[config.mk]
export PLATFORM = sky130hd
export DESIGN_NAME = add8u_share_arb_flat
export DESIGN_NICKNAME = d
export VERILOG_FILES = /design/src/rtl/add8u_share_arb_pkg.sv /design/src/rtl/add8u_share_arb_if.sv /design/src/rtl/add8u_share_arb_core.sv /design/src/rtl/add8u_share_arb.sv /design/src/flat_wrapper.sv
export SDC_FILE = /design/constraint.sdc
export NUM_CORES = 1
export LEC_CHECK = 0
export ABC_AREA = 0
export CELL_PAD_IN_SITES_DETAIL_PLACEMENT = 0
export CELL_PAD_IN_SITES_GLOBAL_PLACEMENT = 1
export CORE_ASPECT_RATIO = 1.4
export CORE_MARGIN = 2
export CORE_UTILIZATION = 34
export DETAILED_ROUTE_END_ITERATION = 10
export PLACE_DENSITY = 0.89
export SYNTH_ARGS = -nofsm -noshare
export SYNTH_HDL_FRONTEND = slang
export SYNTH_SLANG_ARGS = --single-unit
[constraint.sdc]
create_clock -name clk -period 7.5 [get_ports clk]
set_input_delay 1.125 -clock clk [delete_from_list [all_inputs] [get_ports clk]]
set_output_delay 1.125 -clock clk [all_outputs]
set_load 0.01 [all_outputs]
[src/rtl/add8u_share_arb_pkg.sv]
// Shared types, sizing constants and the round-robin pick helper for the
// add8u_share_arb block. Build macro ADD8U_SHARE_APPROX_EN selects the
// approximate adder core (see add8u_share_core).
package add8u_share_pkg;

  localparam int MAX_NREQ = 8;
  localparam int CNT_W    = 16;
  localparam int PTR_W    = $clog2(MAX_NREQ);

  typedef logic [8:0] sum_t;
  typedef logic [7:0] opnd_t;

  // Output register occupancy.
  typedef enum logic {
    ST_EMPTY = 1'b0,
    ST_FULL  = 1'b1
  } rsp_state_e;

  // One-hot grant of the first set bit at or above ptr, wrapping past the top.
  // Callers zero-extend a narrower request vector and keep ptr below their
  // requester count, so wrapping at MAX_NREQ-1 is equivalent to wrapping at
  // NREQ-1: the unused upper bits are never set.
  function automatic logic [MAX_NREQ-1:0] rr_pick(
    input logic [MAX_NREQ-1:0] valid,
    input logic [PTR_W-1:0]    ptr
  );
    logic [MAX_NREQ-1:0] gnt;
    logic [PTR_W-1:0]    idx;
    gnt = '0;
    for (int k = 0; k < MAX_NREQ; k++) begin
      idx = ptr + PTR_W'(k);
      if (gnt == '0 && valid[idx]) gnt[idx] = 1'b1;
    end
    return gnt;
  endfunction

endpackage

[src/rtl/add8u_share_arb_if.sv]
// Requester and response bundle for add8u_share_arb. The slave modport is the
// arbiter side; the master modport is the client/consumer side.
interface add8u_share_arb_if #(
  parameter int NREQ = 4
);
  import add8u_share_pkg::*;

  localparam int IDW = $clog2(NREQ);

  logic [NREQ-1:0]   req_valid;
  logic [NREQ-1:0]   req_ready;
  logic [NREQ*8-1:0] req_a;
  logic [NREQ*8-1:0] req_b;
  logic              rsp_valid;
  logic              rsp_ready;
  sum_t              rsp_sum;
  logic [IDW-1:0]    rsp_id;
  logic [CNT_W-1:0]  op_count;

  modport master (
    output req_valid, req_a, req_b, rsp_ready,
    input  req_ready, rsp_valid, rsp_sum, rsp_id, op_count
  );

  modport slave (
    input  req_valid, req_a, req_b, rsp_ready,
    output req_ready, rsp_valid, rsp_sum, rsp_id, op_count
  );

endinterface

[src/rtl/add8u_share_arb_core.sv]
// Shared 8-bit unsigned adder core, purely combinational.
// ADD8U_SHARE_APPROX_EN defined: approximate sum (low three bits forced high,
// bit 3 copied from a, upper nibbles added). Undefined: exact 9-bit sum.
module add8u_share_core
  import add8u_share_pkg::*;
(
  input  opnd_t a,
  input  opnd_t b,
  output sum_t  sum
);

`ifdef ADD8U_SHARE_APPROX_EN
  // The approximation deliberately ignores these operand bits.
  logic unused_lsbs;
  assign unused_lsbs = ^{a[2:0], b[3:0]};

  assign sum = {5'({1'b0, a[7:4]} + {1'b0, b[7:4]}), a[3], 3'b111};
`else
  assign sum = {1'b0, a} + {1'b0, b};
`endif

endmodule

[src/rtl/add8u_share_arb.sv]
// Round-robin arbiter that time-multiplexes one add8u_share_core among NREQ
// requesters and returns each registered sum with the winner's ID on a single
// valid/ready response port. Build macro ADD8U_SHARE_APPROX_EN selects the
// approximate core; arbitration and timing are the same in both builds.
module add8u_share_arb
  import add8u_share_pkg::*;
#(
  parameter  int NREQ = 4,
  localparam int IDW  = $clog2(NREQ)
) (
  input logic              clk,
  input logic              rst_n,
  add8u_share_arb_if.slave bus
);

  rsp_state_e       state_q, state_d;
  sum_t             sum_q, sum_d;
  logic [IDW-1:0]   id_q, id_d;
  logic [IDW-1:0]   ptr_q, ptr_d;
  logic [CNT_W-1:0] cnt_q, cnt_d;

  logic                can_issue;
  logic [MAX_NREQ-1:0] pick;
  logic [NREQ-1:0]     gnt;
  logic                gnt_any;
  logic [IDW-1:0]      gnt_idx;
  opnd_t               a_sel, b_sel;
  sum_t                core_sum;

  // Only the low NREQ bits of the pick can be set; the rest are folded here.
  logic unused_pick;
  assign unused_pick = ^pick;

  // Grant: round-robin pick from rr_ptr, only when the output slot can take data.
  always_comb begin
    // NOTE: every combinational output gets a default first so no path leaves
    // it unassigned, which would otherwise infer a latch.
    can_issue = (state_q == ST_EMPTY) || bus.rsp_ready;
    pick      = rr_pick(MAX_NREQ'(bus.req_valid), PTR_W'(ptr_q));
    gnt       = '0;
    if (rst_n && can_issue) gnt = pick[NREQ-1:0];
    gnt_any = |gnt;
    gnt_idx = '0;
    a_sel   = '0;
    b_sel   = '0;
    for (int i = 0; i < NREQ; i++) begin
      if (gnt[i]) begin
        gnt_idx = IDW'(i);
        a_sel   = bus.req_a[i*8 +: 8];
        b_sel   = bus.req_b[i*8 +: 8];
      end
    end
  end

  add8u_share_core u_core (
    .a   (a_sel),
    .b   (b_sel),
    .sum (core_sum)
  );

  // Next state: load on grant, drain on handshake, count every handshake.
  always_comb begin
    state_d = state_q;
    sum_d   = sum_q;
    id_d    = id_q;
    ptr_d   = ptr_q;
    cnt_d   = cnt_q;
    if (state_q == ST_FULL && bus.rsp_ready) cnt_d = cnt_q + 1'b1;
    if (gnt_any) begin
      state_d = ST_FULL;
      sum_d   = core_sum;
      id_d    = gnt_idx;
      ptr_d   = (gnt_idx == IDW'(NREQ - 1)) ? '0 : gnt_idx + 1'b1;
    end else if (bus.rsp_ready) begin
      state_d = ST_EMPTY;
    end
  end

  // State registers with synchronous active-low reset.
  always_ff @(posedge clk) begin
    // NOTE: non-blocking assignments so every register samples pre-edge values.
    if (!rst_n) begin
      state_q <= ST_EMPTY;
      sum_q   <= '0;
      id_q    <= '0;
      ptr_q   <= '0;
      cnt_q   <= '0;
    end else begin
      state_q <= state_d;
      sum_q   <= sum_d;
      id_q    <= id_d;
      ptr_q   <= ptr_d;
      cnt_q   <= cnt_d;
    end
  end

  assign bus.req_ready = gnt;
  assign bus.rsp_valid = (state_q == ST_FULL);
  assign bus.rsp_sum   = sum_q;
  assign bus.rsp_id    = id_q;
  assign bus.op_count  = cnt_q;

endmodule

[src/flat_wrapper.sv]
// flat-port wrapper written by rule: the top's interface ports become plain ports
module add8u_share_arb_flat import add8u_share_pkg::*;
#(
  parameter  int NREQ = 4,
  localparam int IDW  = $clog2(NREQ)
)
  (clk, rst_n, bus_req_valid, bus_req_a, bus_req_b, bus_rsp_ready, bus_req_ready, bus_rsp_valid, bus_rsp_sum, bus_rsp_id, bus_op_count);
  add8u_share_arb_if #(.NREQ(NREQ)) bus_i ();
  input logic clk;
  input logic rst_n;
  input wire logic [$bits(bus_i.req_valid)-1:0] bus_req_valid;
  input wire logic [$bits(bus_i.req_a)-1:0] bus_req_a;
  input wire logic [$bits(bus_i.req_b)-1:0] bus_req_b;
  input wire logic [$bits(bus_i.rsp_ready)-1:0] bus_rsp_ready;
  output wire logic [$bits(bus_i.req_ready)-1:0] bus_req_ready;
  output wire logic [$bits(bus_i.rsp_valid)-1:0] bus_rsp_valid;
  output wire logic [$bits(bus_i.rsp_sum)-1:0] bus_rsp_sum;
  output wire logic [$bits(bus_i.rsp_id)-1:0] bus_rsp_id;
  output wire logic [$bits(bus_i.op_count)-1:0] bus_op_count;
  assign bus_i.req_valid = bus_req_valid;
  assign bus_i.req_a = bus_req_a;
  assign bus_i.req_b = bus_req_b;
  assign bus_i.rsp_ready = bus_rsp_ready;
  assign bus_req_ready = bus_i.req_ready;
  assign bus_rsp_valid = bus_i.rsp_valid;
  assign bus_rsp_sum = bus_i.rsp_sum;
  assign bus_rsp_id = bus_i.rsp_id;
  assign bus_op_count = bus_i.op_count;
  add8u_share_arb #(.NREQ(NREQ)) u_core (.clk(clk), .rst_n(rst_n), .bus(bus_i));
endmodule
==> results.py <==
metrics = {
    "outcome": {
        "outcome": "finished, final reports clean",
    },
    "timing": {
        "rsz0062_at_grt": "false",
        "min_period_ns": 6.42,
        "fin_setup_tns_ns": 0,
        "hold_violations": 0,
        "worst_pin_slew_ns": 0.688,
        "max-slew-margin-rel": 0.530,
        "finalSetupViolCount": 0,
        "clock.fmax_mhz": 156,
        "final-max-slew-violation-count": 0,
        "fin_skew_ns": 0.00529,
        "timing.hold.ws_ns": 0.459,
        "fin_crit_sh": 0.856,
    },
    "global_route": {
        "grt_max_degree": 39,
        "antenna_found_initial": 0,
        "grt_pass1_wl_mm": 16.9,
        "grt_pass1_vias": 3411,
        "grt_usage": 0.210,
        "grt-ovfl-total": 0,
    },
    "power_and_ir_drop": {
        "power_per_cell_area_nw_per_um2": 386,
        "vdd_ir_drop_max_mv": 0.218,
        "p_leak_nw": 1.60,
        "p_clk_frac": 0.118,
        "p_sw_mw": 0.804,
        "seqPwrFrac": 0.129,
        "switching_share": 0.486,
        "p_int_mw": 0.851,
        "p_comb_frac": 0.753,
    },
    "worst_setup_path": {
        "arrival_ns": 6.56,
        "cp_slowest_cell": "o41ai_1",
        "timing.rr.start": "u_core.ptr_q[1]$_SDFFE_PN0P_",
        "path_cells": "clkdlybuf4s50_1 -> mux4_2 -> or3_1 -> and4_1 -> or4_4 -> o21ai_2 -> a311o_1 -> a221oi_1 -> o41ai_1 -> ha_1 -> a21o_1 -> a21oi_1 -> o21bai_1 -> a21oi_1 -> o21bai_1 -> a21oi_1 -> xor2_1 -> mux2i_1",
        "r2r_end": "u_core.bus.rsp_sum[7]$_SDFFE_PN0P_",
        "slowest_delay_ns": 0.66,
        "crit_type": "in -> reg",
        "r2r_cells": 20,
        "cp_common_cell": "a21oi_1",
        "cp-start-kind": "input pin",
        "worstPathMaxFanout": 15,
        "critPathCaptureType": "flop",
        "critPathRequiredTime_ns": 7.63,
        "reg2reg_slack_ns": 1.33,
    },
    "clocking": {
        "cts_hold_buf": 0,
        "cts_buffers": 5,
        "cts_tree": "done",
        "htreeDepth": 2,
        "clkTransAtPathRegs_ns": 0.05,
        "post-cts-setup-buffer-count": 0,
        "clk_latency_ns": 0.27,
        "root_buffer": "clkbuf_16",
        "clockBufferDepth": 2,
        "post_cts_resized": 0,
        "cts.sinks": 30,
    },
    "cells_and_area": {
        "drive_gt1_frac": 0.0825,
        "multiInputGateArea_sq_um": 2270,
        "final_common_cell": "clkdlybuf4s50_1",
        "final.fill_count": 900,
        "final_cell_mix": "clkdlybuf4s50_1 (102), nor2_1 (32), dfxtp_1 (30), nor3_1 (29), nand2_1 (27)",
        "n_antenna_cell": 0,
        "area_growth_pct": 38.8,
        "register_area_sq_um": 601,
        "fin_nets": 561,
    },
    "detailed_routing": {
        "via_per_inst": 5.96,
        "wl_mm": 10.6,
        "firstDrtPassIters": 6,
        "post-route-drc-count": 0,
        "ant_nets": 0,
        "detail_route.iter0.violations": 217,
        "vias": 3455,
        "wire_per_inst_microns": 18.3,
    },
    "floorplan": {
        "dieArea_sq_um": 9880,
        "initial_core_util": 0.346,
        "die_y_microns": 117,
        "core_sq_um": 8930,
        "row_count": 41,
        "io_pins": 103,
        "die_w_microns": 84.6,
    },
    "worst_hold_path": {
        "hold_start": "u_core.bus.rsp_sum[1]$_SDFFE_PN0P_",
        "min_path_type": "reg -> reg",
        "hold_depth": 2,
        "whs_endpoint": "u_core.bus.rsp_sum[1]$_SDFFE_PN0P_",
    },
    "yosys": {
        "synth-edff-count": 0,
        "synth_cell_types": 72,
        "yosysWarnings": 0,
        "ys_ff_latch": 30,
        "syn_area_sq_um": 3090,
        "synth_flop_cell": "dfxtp_1",
        "yosysSeqAreaShare": 0.194,
        "syn_nets": 474,
        "syn_inst": 385,
        "async_flop_share": 0,
        "post_synth.cell_area_avg_sq_um": 8.03,
    },
    "placed_design": {
        "place.gp.congestion": 0.904,
        "hpwl_mm": 8.12,
        "io_buffer_count": 102,
    },
    "job": {
        "cap_violations": 0,
    },
}
sequential cells by signal, summed over array words and instances, names as in the netlist:
signal / cells
u_core.bus.op_count: 16
u_core.bus.rsp_valid: 1
u_core.bus.rsp_sum: 9
u_core.ptr_q: 2
u_core.bus.rsp_id: 2
per-layer routing:
layer	routed length [microns]	vias to the layer above	global-route usage	part of all wire
met5	0	-	0	0
met3	577	34	0.0295	0.054
met4	399	0	0.0836	0.038
met2	5610	145	0.405	0.53
li1	-	1644	-	-
met1	4040	1632	0.232	0.38
critical path: cells and delay by family:
| kind | cells | cell delay (ns) |
|---|---|---|
| adder cells (fa/ha/maj) | 1 | 0.34 |
| AO/OA/AOI/OAI | 10 | 2.51 |
| XOR/XNOR | 1 | 0.15 |
| multiplexers | 2 | 0.70 |
| AND/OR/NAND/NOR | 3 | 1.24 |
| buffers and inverters | 1 | 0.50 |
cells by family (layout without fill, tap and decap cells):
family | after synthesis | after routing | share of synthesized area
buffers and inverters | 45 | 133 | 0.0696
AND/OR/NAND/NOR | 153 | 153 | 0.255
AO/OA/AOI/OAI | 99 | 99 | 0.276
multiplexers | 19 | 19 | 0.0704
adder cells (fa/ha/maj) | 18 | 18 | 0.0753
XOR/XNOR | 21 | 21 | 0.0595
flip-flops | 30 | 30 | 0.194
cell type report:
| cell class | count | area share |
|---|---|---|
| Clock buffer | 7 | 0.0332 |
| Clock inverter | 1 | 0.00117 |
| Inverter | 16 | 0.0140 |
| Multi-Input combinational cell | 310 | 0.530 |
| Sequential cell | 30 | 0.140 |
| Tap cell | 107 | 0.0312 |
| Timing Repair Buffer | 109 | 0.250 |
power by group through the flow:
stage	logic, mW	clock network, mW	registers (mW)
floorplan	0.911	0	0.226
global placement	1.23	0	0.216
detailed placement	1.23	0	0.216
CTS	1.24	0.198	0.214
global route	1.37	0.205	0.217
finish	1.25	0.195	0.214
cells in the mapped netlist, types with 6 or more instances:
cell | n | share of area
and3_1 | 6 | 0.012
nand3_1 | 24 | 0.039
a221oi_1 | 14 | 0.040
nor3_1 | 29 | 0.047
a21oi_1 | 10 | 0.016
ha_1 | 17 | 0.069
nand2_1 | 27 | 0.033
xnor2_1 | 8 | 0.023
nor2_1 | 32 | 0.039
xor2_1 | 13 | 0.037
dfxtp_1 | 30 | 0.19
mux2i_1 | 15 | 0.049
o21ai_0 | 6 | 0.0097
inv_1 | 14 | 0.017
o41ai_1 | 14 | 0.040
clkbuf_1 | 16 | 0.019
buf_4 | 7 | 0.017
nand2b_1 | 6 | 0.012
metrics by stage:
stage / setup slack (ns) / utilization / instance area (sq um) / cells / power (mW)
2_1_floorplan: 1.99 / - / 3090 / 385 / 1.14
3_3_place_gp: 1.03 / 0.464 / 4140 / 572 / 1.44
3_5_place_dp: 0.868 / 0.464 / 4140 / 572 / 1.45
4_1_cts: 1.13 / 0.481 / 4290 / 580 / 1.65
5_1_grt: 0.758 / 0.481 / 4290 / 580 / 1.79
6_report: 1.08 / 0.481 / 4290 / 580 / 1.65
how the worst max path moves through the flow:
stage | cells after the start | end | start | slack [ns]
floorplan | 19 | u_core.bus.rsp_sum[7]$_SDFFE_PN0P_ | bus_req_valid[3] | 1.99
global placement | 18 | u_core.bus.rsp_sum[7]$_SDFFE_PN0P_ | bus_req_valid[2] | 1.03
detailed placement | 18 | u_core.bus.rsp_sum[7]$_SDFFE_PN0P_ | bus_req_valid[2] | 0.87
CTS | 18 | u_core.bus.rsp_sum[7]$_SDFFE_PN0P_ | bus_req_valid[2] | 1.13
global route | 18 | u_core.bus.rsp_sum[7]$_SDFFE_PN0P_ | bus_req_valid[2] | 0.76
finish | 18 | u_core.bus.rsp_sum[7]$_SDFFE_PN0P_ | bus_req_valid[2] | 1.08
Power figures use the tool's default switching activity.
